===== src/rtl/press_classifier_pkg.sv =====
// press_classifier_pkg: shared types and defaults for the press classifier.
//   state_t : classifier FSM states (IDLE, PRESS1, WAIT2, PRESS2, LONG)
//   event_t : gesture event codes, also usable by benches
//   CNT_W_DEF : default width of the interval counter
package press_classifier_pkg;

  localparam int unsigned CNT_W_DEF = 32;

  typedef enum logic [2:0] {
    IDLE,
    PRESS1,
    WAIT2,
    PRESS2,
    LONG
  } state_t;

  typedef enum logic [2:0] {
    EV_NONE,
    EV_SHORT,
    EV_DOUBLE,
    EV_LONG,
    EV_REPEAT
  } event_t;

endpackage


===== src/rtl/press_timer.sv =====
// press_timer: up-counter with synchronous clear and terminal-count flag.
//   clk     : system clock
//   rst_n   : asynchronous active-low reset (counter to 0)
//   i_clr   : synchronous clear (loads 0), has priority over i_en
//   i_en    : count enable; on terminal count the counter restarts at 0
//   i_limit : period in cycles (2 .. 2^CNT_W)
//   o_tc    : high while count == i_limit - 1
module press_timer
  import press_classifier_pkg::*;
#(
  parameter int unsigned CNT_W = CNT_W_DEF
) (
  input  logic           clk,
  input  logic           rst_n,
  input  logic           i_clr,
  input  logic           i_en,
  input  logic [CNT_W:0] i_limit,
  output logic           o_tc
);

  logic [CNT_W-1:0] r_cnt;
  logic [CNT_W:0]   w_last;

  // Limit carries one extra bit so a full 2^CNT_W period is expressible.
  assign w_last = i_limit - {{CNT_W{1'b0}}, 1'b1};
  assign o_tc   = ({1'b0, r_cnt} == w_last);

  always_ff @(posedge clk or negedge rst_n) begin
    if (!rst_n) begin
      r_cnt <= '0;
    end else if (i_clr) begin
      r_cnt <= '0;
    end else if (i_en) begin
      r_cnt <= o_tc ? '0 : r_cnt + CNT_W'(1);
    end
  end

endmodule


===== src/rtl/press_classifier.sv =====
// press_classifier: classifies debounced button gestures into short, double
// or long presses and reports each as a single-cycle registered pulse.
//   clk          : system clock
//   rst          : asynchronous active-low reset
//   d            : debounced button level
//   short_press  : pulse, single short press
//   double_press : pulse, second press started within DBL_WINDOW of release
//   long_press   : pulse, press held LONG_CYCLES
//   repeat_press : pulse every REPEAT_CYCLES while long-held
//   busy         : high while a gesture is in progress
// Optional feature: define PRESS_CLASSIFIER_REPEAT_EN to enable auto-repeat;
// otherwise repeat_press is tied to 0 and no repeat counter is built.
module press_classifier
  import press_classifier_pkg::*;
#(
  parameter int unsigned LONG_CYCLES   = 20000000,
  parameter int unsigned DBL_WINDOW    = 10000000,
  parameter int unsigned REPEAT_CYCLES = 5000000,
  parameter int unsigned CNT_W         = CNT_W_DEF
) (
  input  logic clk,
  input  logic rst,
  input  logic d,
  output logic short_press,
  output logic double_press,
  output logic long_press,
  output logic repeat_press,
  output logic busy
);

  if (LONG_CYCLES < 2 || DBL_WINDOW < 2 || REPEAT_CYCLES < 2) begin : g_param_check
    $error("press_classifier: interval parameters must be at least 2");
  end

  state_t         r_state, w_state_nxt;
  event_t         r_evt, w_evt;
  logic           r_d_q;
  logic           r_short, r_double, r_long, r_busy;
  logic           w_rise, w_fall;
  logic           w_cnt_clr, w_cnt_en, w_cnt_tc;
  logic [CNT_W:0] w_limit;

  assign w_rise = d & ~r_d_q;
  assign w_fall = ~d & r_d_q;

  // One counter serves both timed states; the limit follows the state.
  assign w_limit = (r_state == PRESS1) ? (CNT_W + 1)'(LONG_CYCLES)
                                       : (CNT_W + 1)'(DBL_WINDOW);

  press_timer #(.CNT_W(CNT_W)) u_interval (
    .clk    (clk),
    .rst_n  (rst),
    .i_clr  (w_cnt_clr),
    .i_en   (w_cnt_en),
    .i_limit(w_limit),
    .o_tc   (w_cnt_tc)
  );

`ifdef PRESS_CLASSIFIER_REPEAT_EN
  logic w_rep_clr, w_rep_en, w_rep_tc, r_repeat;

  press_timer #(.CNT_W(CNT_W)) u_repeat (
    .clk    (clk),
    .rst_n  (rst),
    .i_clr  (w_rep_clr),
    .i_en   (w_rep_en),
    .i_limit((CNT_W + 1)'(REPEAT_CYCLES)),
    .o_tc   (w_rep_tc)
  );
`endif

  always_comb begin
    w_state_nxt = r_state;
    w_evt       = EV_NONE;
    w_cnt_clr   = 1'b0;
    w_cnt_en    = 1'b0;
`ifdef PRESS_CLASSIFIER_REPEAT_EN
    w_rep_clr   = 1'b0;
    w_rep_en    = 1'b0;
`endif
    case (r_state)
      IDLE: begin
        if (w_rise) begin
          w_state_nxt = PRESS1;
          w_cnt_clr   = 1'b1;
        end
      end
      PRESS1: begin
        // A release on the terminal edge is still a short/double candidate.
        if (w_fall) begin
          w_state_nxt = WAIT2;
          w_cnt_clr   = 1'b1;
        end else if (w_cnt_tc) begin
          w_state_nxt = LONG;
          w_evt       = EV_LONG;
`ifdef PRESS_CLASSIFIER_REPEAT_EN
          w_rep_clr   = 1'b1;
`endif
        end else begin
          w_cnt_en = 1'b1;
        end
      end
      WAIT2: begin
        // A second press on the timeout edge still makes a double press.
        if (w_rise) begin
          w_state_nxt = PRESS2;
        end else if (w_cnt_tc) begin
          w_state_nxt = IDLE;
          w_evt       = EV_SHORT;
        end else begin
          w_cnt_en = 1'b1;
        end
      end
      PRESS2: begin
        if (w_fall) begin
          w_state_nxt = IDLE;
          w_evt       = EV_DOUBLE;
        end
      end
      LONG: begin
        if (w_fall) begin
          w_state_nxt = IDLE;
        end
`ifdef PRESS_CLASSIFIER_REPEAT_EN
        else begin
          w_rep_en = 1'b1;
          if (w_rep_tc) begin
            w_evt = EV_REPEAT;
          end
        end
`endif
      end
      default: w_state_nxt = IDLE;
    endcase
  end

  // Events are latched at the decision edge and turned into output pulses
  // on the following edge; busy is delayed by the same stage.
  always_ff @(posedge clk or negedge rst) begin
    if (!rst) begin
      r_d_q    <= 1'b0;
      r_state  <= IDLE;
      r_evt    <= EV_NONE;
      r_short  <= 1'b0;
      r_double <= 1'b0;
      r_long   <= 1'b0;
      r_busy   <= 1'b0;
    end else begin
      r_d_q    <= d;
      r_state  <= w_state_nxt;
      r_evt    <= w_evt;
      r_short  <= (r_evt == EV_SHORT);
      r_double <= (r_evt == EV_DOUBLE);
      r_long   <= (r_evt == EV_LONG);
      r_busy   <= (r_state != IDLE);
    end
  end

`ifdef PRESS_CLASSIFIER_REPEAT_EN
  always_ff @(posedge clk or negedge rst) begin
    if (!rst) begin
      r_repeat <= 1'b0;
    end else begin
      r_repeat <= (r_evt == EV_REPEAT);
    end
  end
  assign repeat_press = r_repeat;
`else
  assign repeat_press = 1'b0;
`endif

  assign short_press  = r_short;
  assign double_press = r_double;
  assign long_press   = r_long;
  assign busy         = r_busy;

endmodule

===== config.mk =====
export PLATFORM = sky130hd
export DESIGN_NAME = press_classifier
export DESIGN_NICKNAME = d
export VERILOG_FILES = /design/src/rtl/press_classifier_pkg.sv /design/src/rtl/press_timer.sv /design/src/rtl/press_classifier.sv
export SDC_FILE = /design/constraint.sdc
export NUM_CORES = 1
export LEC_CHECK = 0
export CORE_ASPECT_RATIO = 1.2
export CORE_MARGIN = 2
export CORE_UTILIZATION = 50
export CTS_CLUSTER_SIZE = 24
export DETAILED_ROUTE_END_ITERATION = 12
export PLACE_DENSITY = 0.71
export RECOVER_POWER = 50
export SLEW_MARGIN = 5
export SYNTH_ARGS = -nofsm -noshare
export SYNTH_HDL_FRONTEND = slang
export SYNTH_HIERARCHICAL = 1
export SYNTH_SLANG_ARGS = --single-unit

===== constraint.sdc =====
create_clock -name clk -period 4.8 [get_ports clk]
set_input_delay 0.48 -clock clk [delete_from_list [all_inputs] [get_ports clk]]
set_output_delay 0.48 -clock clk [all_outputs]
set_load 0.05 [all_outputs]

**Yosys cells after proc, flatten, opt, wreduce, memory -nomap -nowiden**

Cells that the tools add are included.

- Flip-flop bits (word level): 43
- Logic and storage cells: 55
- Output and inout port bits: 5

- Bitwise operators: 4
- Mux-type cells: 24
- Reductions and logical operators: 5
- Add/subtract/negate cells: 2
- Equality and inequality tests: 12

Operators with widths:

| cell | number |
|---|---|
| $mux 32 | 3 |
| $eq 32x33->1 | 1 |
| $add 32x1->32 const B | 1 |
| $sub 25x1->26 const B | 1 |
| $mux 25 | 1 |
| $mux 3 | 6 |
| $eq 3x2->1 const B | 4 |
| $pmux 3 s4 | 1 |
| $mux 1 | 7 |
| $eq 3x1->1 const B | 2 |
| $mux 2 | 3 |
| $ne 3x2->1 const B | 2 |
| $pmux 2 s3 | 1 |
| $pmux 1 s2 | 2 |
| $reduce_and 4->1 | 1 |
| $eq 3x3->1 const B | 1 |
| $logic_not 3->1 | 1 |
| $reduce_bool 3->1 | 1 |
| $and 1x1->1 | 2 |
| $ne 2x1->1 const B | 1 |
| $ne 2x2->1 const B | 1 |
| $not 1->1 | 2 |
| $reduce_bool 2->1 | 1 |
| $reduce_or 2->1 | 1 |

**Depth between registers and ports, before layout**

Gate-level depths: netlist of run 1.

- Depth in word-level cells: 9
- Mapped depth: 21

**Hierarchy**

Netlist of run 1, hierarchy kept.

By module, submodules not included:

| module | times used | sequential area each (µm²) | area each (µm²) | cells each |
|---|---|---|---|---|
| press_timer | 1 | 800.8 | 2847.7 | 328 |
| press_classifier | 1 | 250.2 | 473.0 | 46 |

**Worst setup path after synthesis of run 1**

No wires, ideal clock.

- Path kind: register to register
- Start point: reg r_state[1]
- End point: reg u_interval.r_cnt[31]
- Stages on the path, launching flop included: 20
- Period minus slack after synthesis: 4.441 ns
- Setup slack: 0.359 ns
- Library setup time: 0.119 ns
- Data required time: 4.681 ns
- Arrival time: 4.322 ns
- Cells stage by stage: dfrtp_1 -> buf_4 -> nor2_1 -> nand2_1 -> inv_1 -> buf_2 -> nor2b_1 -> mux2_2 -> a31oi_1 -> a211oi_1 -> nand4_2 -> nor2_1 -> a211oi_2 -> and3_1 -> nand3_1 -> nor3_1 -> nand3_1 -> nor2_1 -> xnor2_1 -> nor2_2

- Word-level cells in the longest chain between the ends: 8
- Elaborated cells between the ends (all ways): 15

Ends and longest elaborated chain:

| element | line | text |
|---|---|---|
| start: declaration | press_classifier.sv:35 | `state_t r_state, w_state_nxt;` |
| start signal: assignment | press_classifier.sv:150 | `r_state <= w_state_nxt;` |
| $eq 3x1->1 * | press_classifier.sv:47 | `assign w_limit = (r_state == PRESS1) ? (CNT_W + 1)'(LONG_CYCLES)` |
| $mux 25 * | press_classifier.sv:47 |  |
| via w_limit[12] | press_classifier.sv:41 | `logic [CNT_W:0] w_limit;` |
| $sub 25x1->26 * | press_timer.sv:25 | `assign w_last = i_limit - {{CNT_W{1'b0}}, 1'b1};` |
| $eq 32x33->1 * | press_timer.sv:26 | `assign o_tc = ({1'b0, r_cnt} == w_last);` |
| via w_cnt_tc | press_classifier.sv:40 | `logic w_cnt_clr, w_cnt_en, w_cnt_tc;` |
| $mux 1 * | press_classifier.sv:93, press_classifier.sv:107 |  |
| $mux 1 (on tied branches) | press_classifier.sv:105, press_classifier.sv:90 |  |
| $pmux 1 s2 * | press_classifier.sv:81 | `case (r_state)` |
| via w_cnt_en | press_classifier.sv:40 |  |
| $reduce_bool 2->1 (no line) * | -- |  |
| end signal: assignment | press_timer.sv:34 | `r_cnt <= o_tc ? '0 : r_cnt + CNT_W'(1);` |
| end: declaration | press_timer.sv:21 | `logic [CNT_W-1:0] r_cnt;` |

The timed path passes the listed nets; every way through them passes the cells marked *. The select of a mux whose other input is x is not followed.
A chain may end at the register's enable or synchronous reset.

**Worst setup path in the final report of run 1**

- Start point: reg r_state[1]
- End point: reg u_interval.r_cnt[29]

Same word-level chain as after synthesis.

==> summary.txt, run 1 <==
Clock tree
  – CTS sink cnt: 42
  – Post-CTS Setup Bufs: 0
  – Max clock buf depth: 2
  – CTS Hold Buffers Added: 0
  – Htree depth: 2
  – CTS buffer count: 5
  – CTS clk-pin slew, worst paths: 0.07 ns
  – Clock Root Buffer: clkbuf_8
  – CTS tree: built
  – Worst skew pair latency: ~0.29 ns

Global routing
  – Largest net degree at the start of global routing: 43
  – Met2 GRT Util: a little over a third
  – GR Layer Usage met1: 26.7%
  – Grt peak-use layer: met2
  – GRT Total Usage: 20.4%
  – Grt ovf: 0
  – Vias in the first global route: 2658
  – Met3 usage: 2.61%
  – First-pass GRT wire length: about 12 mm
  – Initial antenna violation count: 0

Worst hold path
  – Hold Crit Class: reg2reg
  – WHS Endpoint: short_press
  – Hold Startpoint: r_evt[1]
  – Hold Crit Depth: 1

Routing
  – Drt via density: between 5 and 6
  – Vias: 2777
  – Post-DRT Antenna Nets: 0
  – Routed wire length: between 6 and 7 mm
  – DRT iter0 DRCs: 108
  – DRC Markers: 0
  – Routed len/inst: approximately 12 µm
  – First-pass DRT Iterations: 4

Critical path
  – R2R depth: 18
  – Max FO, Critical Path: 30
  – Cells along the critical path: nor2_1 -> nand2_1 -> buf_4 -> nor2_1 -> nand4b_1 -> mux2_2 -> a31oi_1 -> a211oi_1 -> nand4_2 -> nor2_1 -> a211oi_2 -> and3_1 -> nand3_1 -> nor3_2 -> nand3_1 -> nor2_1 -> xnor2_1 -> nor2_2
  – Top delay family on crit path: simple AND/OR/NAND/NOR gates
  – Most frequent cell on the critical path: nor2_1
  – Reg2Reg Setup Slack: 0.63 ns
  – CP max stage cell: dfrtp_1
  – Critical Path RT: roughly 5.0 ns
  – Setup CP Type: reg2reg
  – Crit path arrival time: 4.34 ns
  – CP max stage delay: 0.49 ns
  – CP Launch Type: flip-flop
  – Critical R2R Capture: u_interval/r_cnt[29]
  – Worst r2r src: r_state[1]
  – Buffers & Inverters on Critical Path: 1
  – Crit path capture type: flip-flop

Die
  – Die Y: 93.3 µm
  – Ports: 8
  – Die ar.: 0.00731 mm²
  – Site Rows: 32
  – Core Region: around 0.0064 mm²
  – Die X: 78.4 µm
  – Starting Density: 51.5%

Timing
  – Least-Margin Pin Slew: 2.15 ns
  – Clk_skew: 0.00572 ns
  – RSZ-0062 raised after global routing: no
  – Fin Setup TNS: 0 ns
  – Post-route minimum period: 4.17 ns
  – Fin. Hold Viols: 0
  – Max frequency: roughly 240 MHz
  – Count of final setup violators: 0
  – Tcrit/Tclk final: 86.9%
  – Slew Limit Headroom: -43.1%
  – Slew Limit Fails: 43

Layout
  – Fillers: slightly below 600
  – Share of cells above drive strength 1: 12.6%
  – Final Util: roughly three fifths
  – Antenna Diode Count: 0
  – Nets: 472
  – Area Growth Syn to Fin: 16.5%

Synth
  – Post-synthesis instance area: 0.00332 mm²
  – Synth warn: 6
  – Netlist cell types: between 60 and 70
  – Ys async rst share: between 90% and 100%
  – #FFs+latches synth: between 40 and 50
  – Syn avg cell area: just under 9 µm²
  – Sequential area share after synthesis: between 30% and 40%
  – Synth Flop Type: dfrtp_1
  – Mapped Cells: 374
  – EDFF count, synth: 0

Placed design
  – IO buf count: 6
  – DP Wirelength: just over 5 mm
  – GPL Wtd Cong: approximately 0.8

Pwr
  – Leakage: 1.67 nW
  – Pwr dens: 268 mW/mm²
  – Max VDD drop: 0.313 mV

Job
  – MaxCap Viol Count: 1

Status
  – Failing checks: max-capacitance violations, max-slew violations
  – Status: finished with violations
## power by group
group          internal, mW  switching [mW]
Sequential            0.376          0.0356
Clock                 0.156           0.114
Combinational         0.131           0.224
## metal layers
layer	share of wire, %	routed length [µm]	up-vias
met5	0	0	-
met4	1.2	82	0
met3	1.9	129	8
met2	50	3420	30
met1	47	3190	1308
li1	-	-	1431
## state kept, by name, summed over array words and instances, names as in the netlist
register	cells
r_d_q	1
short_press	1
u_interval/r_cnt	32
double_press	1
long_press	1
r_evt	2
busy	1
r_state	3
## worst reg2reg max path, delay by kind of cell, from the launching register on
kind | cells | cell delay, ns
xor gates and xnor gates | 1 | 0.17
buffers and inverters | 1 | 0.33
AOI/OAI and AO/OA | 3 | 0.65
and+or+nand+nor | 12 | 2.06
DFF | 1 | 0.49
muxes | 1 | 0.35
## Yosys cell counts, drive strengths merged, types with 3 or more instances
library cell | instances | share of area [%]
nand4 | 9 | 1.9
nand3b | 6 | 1.4
a211oi | 8 | 2.0
or3 | 7 | 1.4
nand3 | 16 | 2.4
and2 | 3 | 0.57
mux2i | 5 | 1.5
and4 | 3 | 0.79
nor2b | 8 | 1.5
nor4 | 9 | 2.3
o31ai | 3 | 1.1
and3 | 10 | 1.9
xnor2 | 33 | 8.7
dfrtp | 42 | 32
nand4b | 3 | 0.98
nor3 | 17 | 2.7
inv | 7 | 0.79
a31oi | 4 | 0.75
o21ai | 6 | 0.90
nor2 | 56 | 8.6
nand2 | 21 | 2.4
a21oi | 10 | 1.5
nand2b | 5 | 0.94
or4 | 6 | 1.7
buf | 9 | 2.1
xor2 | 33 | 8.7
## cell type report
cell class	count	area [µm²]	share of cell area, %
Multi-Input combinational cell	402	2500	64.7
Clock buffer	7	76.3	1.97
Tap cell	85	106	2.75
Sequential cell	42	1050	27.2
Clock inverter	1	30.0	0.776
Inverter	7	26.3	0.679
Timing Repair Buffer	9	76.3	1.97
## placed cells by master (no fill, tap or decap), drive strengths merged, types with 3 or more instances in the layout
cell type / Yosys / final
a211oi: 8 / 8
a21oi: 10 / 10
a31oi: 4 / 4
and2: 3 / 3
and3: 10 / 10
and4: 3 / 3
buf: 9 / 3
clkbuf: 2 / 8
clkdlybuf4s50: 0 / 4
conb: 2 / 90
dfrtp: 42 / 42
inv: 7 / 7
mux2i: 5 / 5
nand2: 21 / 21
nand2b: 5 / 5
nand3: 16 / 16
nand3b: 6 / 6
nand4: 9 / 9
nand4b: 3 / 3
nor2: 56 / 56
nor2b: 8 / 8
nor3: 17 / 17
nor4: 9 / 9
o21ai: 6 / 6
o31ai: 3 / 3
or3: 7 / 7
or4: 6 / 6
xnor2: 33 / 33
xor2: 33 / 33
## cell families after synthesis
kind of cell             count (synthesis)  synth area share (%)
AND/OR/NAND/NOR                        193                  34.9
XOR/XNOR                                66                  17.4
AO/OA/AOI/OAI                           44                  9.80
flip-flops                              42                  31.7
buffers and inverters                   18                  3.09
multiplexers                             7                  2.19
adder cells (fa/ha/maj)                  2                 0.753
other                                    2                 0.226
## stage by stage
| step | instance area (µm²) | setup WS, ns | hold slack [ns] | instances | total power, mW |
|---|---|---|---|---|---|
| global placement | 3760 | 0.618 | 0.423 | 545 | 0.759 |
| CTS | 3860 | 0.432 | 0.340 | 553 | 1.04 |
| finish | 3870 | 0.628 | 0.432 | 553 | 1.04 |
| floorplan | 3650 | 0.359 | 0.184 | 462 | 0.709 |
| global route | 3870 | 0.233 | 0.446 | 553 | 1.10 |
| detailed placement | 3760 | 0.515 | 0.423 | 545 | 0.768 |
## worst max path at each step
| stage | start | end | cells past startpoint | slack (ns) |
|---|---|---|---|---|
| 3_5_place_dp | r_state[1] | u_interval/r_cnt[31] | 18 | 0.51 |
| 4_1_cts | r_state[1] | u_interval/r_cnt[29] | 18 | 0.43 |
| 6_report | r_state[1] | u_interval/r_cnt[29] | 18 | 0.63 |
| 2_1_floorplan | r_state[1] | u_interval/r_cnt[31] | 19 | 0.36 |
| 5_1_grt | r_state[0] | u_interval/r_cnt[29] | 15 | 0.23 |
| 3_3_place_gp | r_state[1] | u_interval/r_cnt[31] | 18 | 0.62 |
## timing repair
item	4_1_cts	5_1_grt
endpoints found under the hold margin	0	0
setup endpoints to repair	0	2
resized for setup	0	1
Power figures use the tool's default switching activity.
==> inputs of run 2 (changes only) <==
--- a/config.mk
+++ b/config.mk
@@ -5,12 +5,14 @@
 export SDC_FILE = /design/constraint.sdc
 export NUM_CORES = 1
 export LEC_CHECK = 0
+export CELL_PAD_IN_SITES_DETAIL_PLACEMENT = 0
+export CELL_PAD_IN_SITES_GLOBAL_PLACEMENT = 1
 export CORE_ASPECT_RATIO = 1.2
 export CORE_MARGIN = 2
-export CORE_UTILIZATION = 50
+export CORE_UTILIZATION = 49
 export CTS_CLUSTER_SIZE = 24
 export DETAILED_ROUTE_END_ITERATION = 12
-export PLACE_DENSITY = 0.71
+export PLACE_DENSITY = 0.85
 export RECOVER_POWER = 50
 export SLEW_MARGIN = 5
 export SYNTH_ARGS = -nofsm -noshare
==> summary.txt, run 2 (same netlist as run 1, synthesis figures left out) <==
Global routing
  – Grt ovf: 0 (unchanged)
  – Initial antenna violation count: 0 (unchanged)
  – GRT Total Usage: 20.2% (was 20.4%)
  – Largest net degree at the start of global routing: 43 (unchanged)
  – First-pass GRT wire length: 12.1 mm (was 11.9 mm)
  – Vias in the first global route: 2607 (was 2658)

Layout
  – Commonest non-fill, non-tap cell in the layout: conb_1 (unchanged)
  – Antenna Diode Count: 0 (unchanged)
  – Most frequent cells in the layout: conb_1, dfrtp_1, xnor2_1, xor2_1, nor2_2 (unchanged)
  – Largest Register: u_interval/r_cnt (unchanged)
  – Area Growth Syn to Fin: 15.9% (was 16.5%)
  – Nets: 472 (unchanged)
  – Largest registers: u_interval/r_cnt x32, r_state x3, r_evt x2 (unchanged)
  – Share of cells above drive strength 1: 12.8% (was 12.6%)
  – Largest register FFs: 32 (unchanged)
  – Design Area, Final: 0.00385 mm² (was 0.00387 mm²)
  – Fillers: 625 (was 577)
  – Final Util: 59.3% (was 60.0%)

Clock tree
  – CTS tree: built (unchanged)
  – Htree depth: 2 (unchanged)
  – Clock Root Buffer: clkbuf_8 (unchanged)
  – CTS Hold Buffers Added: 0 (unchanged)
  – Worst skew pair latency: 0.29 ns (about the same)
  – CTS buffer count: 5 (unchanged)
  – Max clock buf depth: 2 (unchanged)
  – CTS clk-pin slew, worst paths: 0.08 ns (was 0.07 ns)
  – CTS sink cnt: 42 (unchanged)

Critical path
  – Max FO, Critical Path: 30 (unchanged)
  – Critical Path RT: 4.97 ns (about the same)
  – Cells along the critical path: nor2_1 -> nand2_1 -> buf_4 -> nor2_1 -> nand4b_1 -> mux2_2 -> a31oi_1 -> a211oi_1 -> nand4_2 -> nor2_1 -> a211oi_2 -> and3_1 -> nand3_1 -> nor3_2 -> nand3_1 -> nor2_1 -> xnor2_1 -> nor2_2 (unchanged)
  – Top delay family on crit path: simple AND/OR/NAND/NOR gates (unchanged)
  – Setup CP Type: reg2reg (unchanged)
  – Worst r2r src: r_state[1] (unchanged)
  – Most frequent cell on the critical path: nor2_1 (unchanged)
  – Crit path capture type: flip-flop (unchanged)
  – Crit path arrival time: 4.38 ns (was 4.34 ns)
  – Critical R2R Capture: u_interval/r_cnt[31] (was u_interval/r_cnt[29])
  – Reg2Reg Setup Slack: 0.59 ns (was 0.63 ns)
  – Buffers & Inverters on Critical Path: 1 (unchanged)
  – CP max stage cell: dfrtp_1 (unchanged)
  – R2R depth: 18 (unchanged)
  – CP max stage delay: 0.51 ns (was 0.49 ns)
  – CP Launch Type: flip-flop (unchanged)

Pwr
  – Switching Share: 38.1% (was 36.0%)
  – Clock group share of total power: 22.4% (was 26.0%)
  – Combinational power share: 35.6% (was 34.3%)
  – Int Power: 610 µW (was 663 µW)
  – Sw Pwr: 375 µW (was 373 µW)
  – Leakage: 1.66 nW (was 1.67 nW)
  – Seq pwr share: 41.9% (was 39.8%)
  – Pwr dens: 256 mW/mm² (was 268 mW/mm²)
  – Max VDD drop: 0.220 mV (was 0.313 mV)

Timing
  – Slew Limit Headroom: -45.6% (was -43.1%)
  – Clk_skew: 0.0109 ns (was 0.00572 ns)
  – Post-route minimum period: 4.21 ns (was 4.17 ns)
  – Fin Setup TNS: 0 ns (unchanged)
  – Count of final setup violators: 0 (unchanged)
  – Max frequency: 238 MHz (was 240 MHz)
  – Slew Limit Fails: 43 (unchanged)
  – RSZ-0062 raised after global routing: no (unchanged)
  – Hold Slack: 0.432 ns (about the same)
  – Post-route setup slack: 0.591 ns (was 0.628 ns)
  – Least-Margin Pin Slew: 2.18 ns (was 2.15 ns)
  – Fin. Hold Viols: 0 (unchanged)
  – Tcrit/Tclk final: 87.7% (was 86.9%)

Routing
  – Vias: 2734 (was 2777)
  – Post-DRT Antenna Nets: 0 (unchanged)
  – Drt via density: 4.94 (was 5.02)
  – First-pass DRT Iterations: 4 (unchanged)
  – Routed wire length: 6.72 mm (was 6.83 mm)
  – Routed len/inst: 12.2 µm (was 12.3 µm)
  – DRC Markers: 0 (unchanged)
  – DRT iter0 DRCs: 99 (was 108)

Die
  – Core Region: 0.00649 mm² (was 0.00645 mm²)
  – Die Y: 94.2 µm (was 93.3 µm)
  – Site Rows: 32 (unchanged)
  – Ports: 8 (unchanged)
  – Die X: 79.2 µm (was 78.4 µm)
  – Die ar.: 0.00745 mm² (was 0.00731 mm²)
  – Starting Density: 51.2% (was 51.5%)

Placed design
  – Placed cell area: 0.00376 mm² (unchanged)
  – Placement Setup Slack: 0.416 ns (was 0.515 ns)
  – GPL Wtd Cong: 0.811 (was 0.804)
  – DP Wirelength: 5.15 mm (was 5.20 mm)
  – IO buf count: 6 (unchanged)

Worst hold path
  – Hold Crit Depth: 1 (unchanged)
  – Hold Startpoint: r_evt[0] (was r_evt[1])
  – Hold Crit Class: reg2reg (unchanged)
  – WHS Endpoint: double_press (was short_press)

Status
  – Status: finished with violations (unchanged)
  – Failing checks: max-capacitance violations, max-slew violations (unchanged)

Job
  – MaxCap Viol Count: 1 (unchanged)
[run 2: how the worst max path moves through the flow]
stage	startpoint	endpoint	depth (start not counted)
3_3_place_gp	r_state[1]	u_interval/r_cnt[31]	18
6_report	r_state[1]	u_interval/r_cnt[31]	18
5_1_grt	r_state[1]	u_interval/r_cnt[29]	18
4_1_cts	r_state[1]	u_interval/r_cnt[29]	18
3_5_place_dp	r_state[1]	u_interval/r_cnt[29]	18
2_1_floorplan	r_state[1]	u_interval/r_cnt[31]	19
[run 2: timing repair]
| action | CTS | global route |
|---|---|---|
| setup endpoints to repair | 0 | 2 |
| setup buffers | 0 | 0 |
| gates resized for setup | 0 | 1 |
[run 2: power groups by stage]
| stage | clock [mW] | combinational, mW | sequential, mW |
|---|---|---|---|
| floorplan | 0 | 0.294 | 0.414 |
| global placement | 0 | 0.348 | 0.417 |
| detailed placement | 0 | 0.349 | 0.418 |
| CTS | 0.229 | 0.351 | 0.411 |
| global route | 0.243 | 0.393 | 0.417 |
| finish | 0.221 | 0.351 | 0.413 |
[run 2: cell type report]
type | instances | area (µm²) | area share, %
Sequential cell | 42 | 1050 | 27.3
Inverter | 7 | 26.3 | 0.683
Clock buffer | 6 | 72.6 | 1.89
Clock inverter | 2 | 13.8 | 0.358
Timing Repair Buffer | 9 | 76.3 | 1.98
Multi-Input combinational cell | 402 | 2500 | 65.0
Tap cell | 85 | 106 | 2.76
[run 2: worst register-to-register path, cell delays in order (launching register included)]
cell      delay [ns]
dfrtp_1         0.51
nor2_1          0.09
nand2_1         0.11
buf_4           0.33
nor2_1          0.08
nand4b_1        0.16
mux2_2          0.35
a31oi_1         0.17
a211oi_1        0.07
nand4_2         0.18
nor2_1          0.14
a211oi_2        0.41
and3_1          0.27
nand3_1         0.18
nor3_2          0.47
nand3_1         0.22
nor2_1          0.17
xnor2_1         0.15
nor2_2          0.04
[run 2: stage by stage]
| step | cells | power (mW) |
|---|---|---|
| 4_1_cts | 553 | 0.991 |
| 3_3_place_gp | 545 | 0.765 |
| 2_1_floorplan | 462 | 0.709 |
| 3_5_place_dp | 545 | 0.768 |
| 6_report | 553 | 0.985 |
| 5_1_grt | 553 | 1.05 |
[run 2: routing by layer]
layer / global-route usage (%) / wire length, µm / vias up
li1: - / - / 1432
met4: 5.75 / 105 / 0
met2: 33.6 / 3160 / 27
met5: 0 / 0 / -
met3: 2.69 / 155 / 12
met1: 27.6 / 3300 / 1263
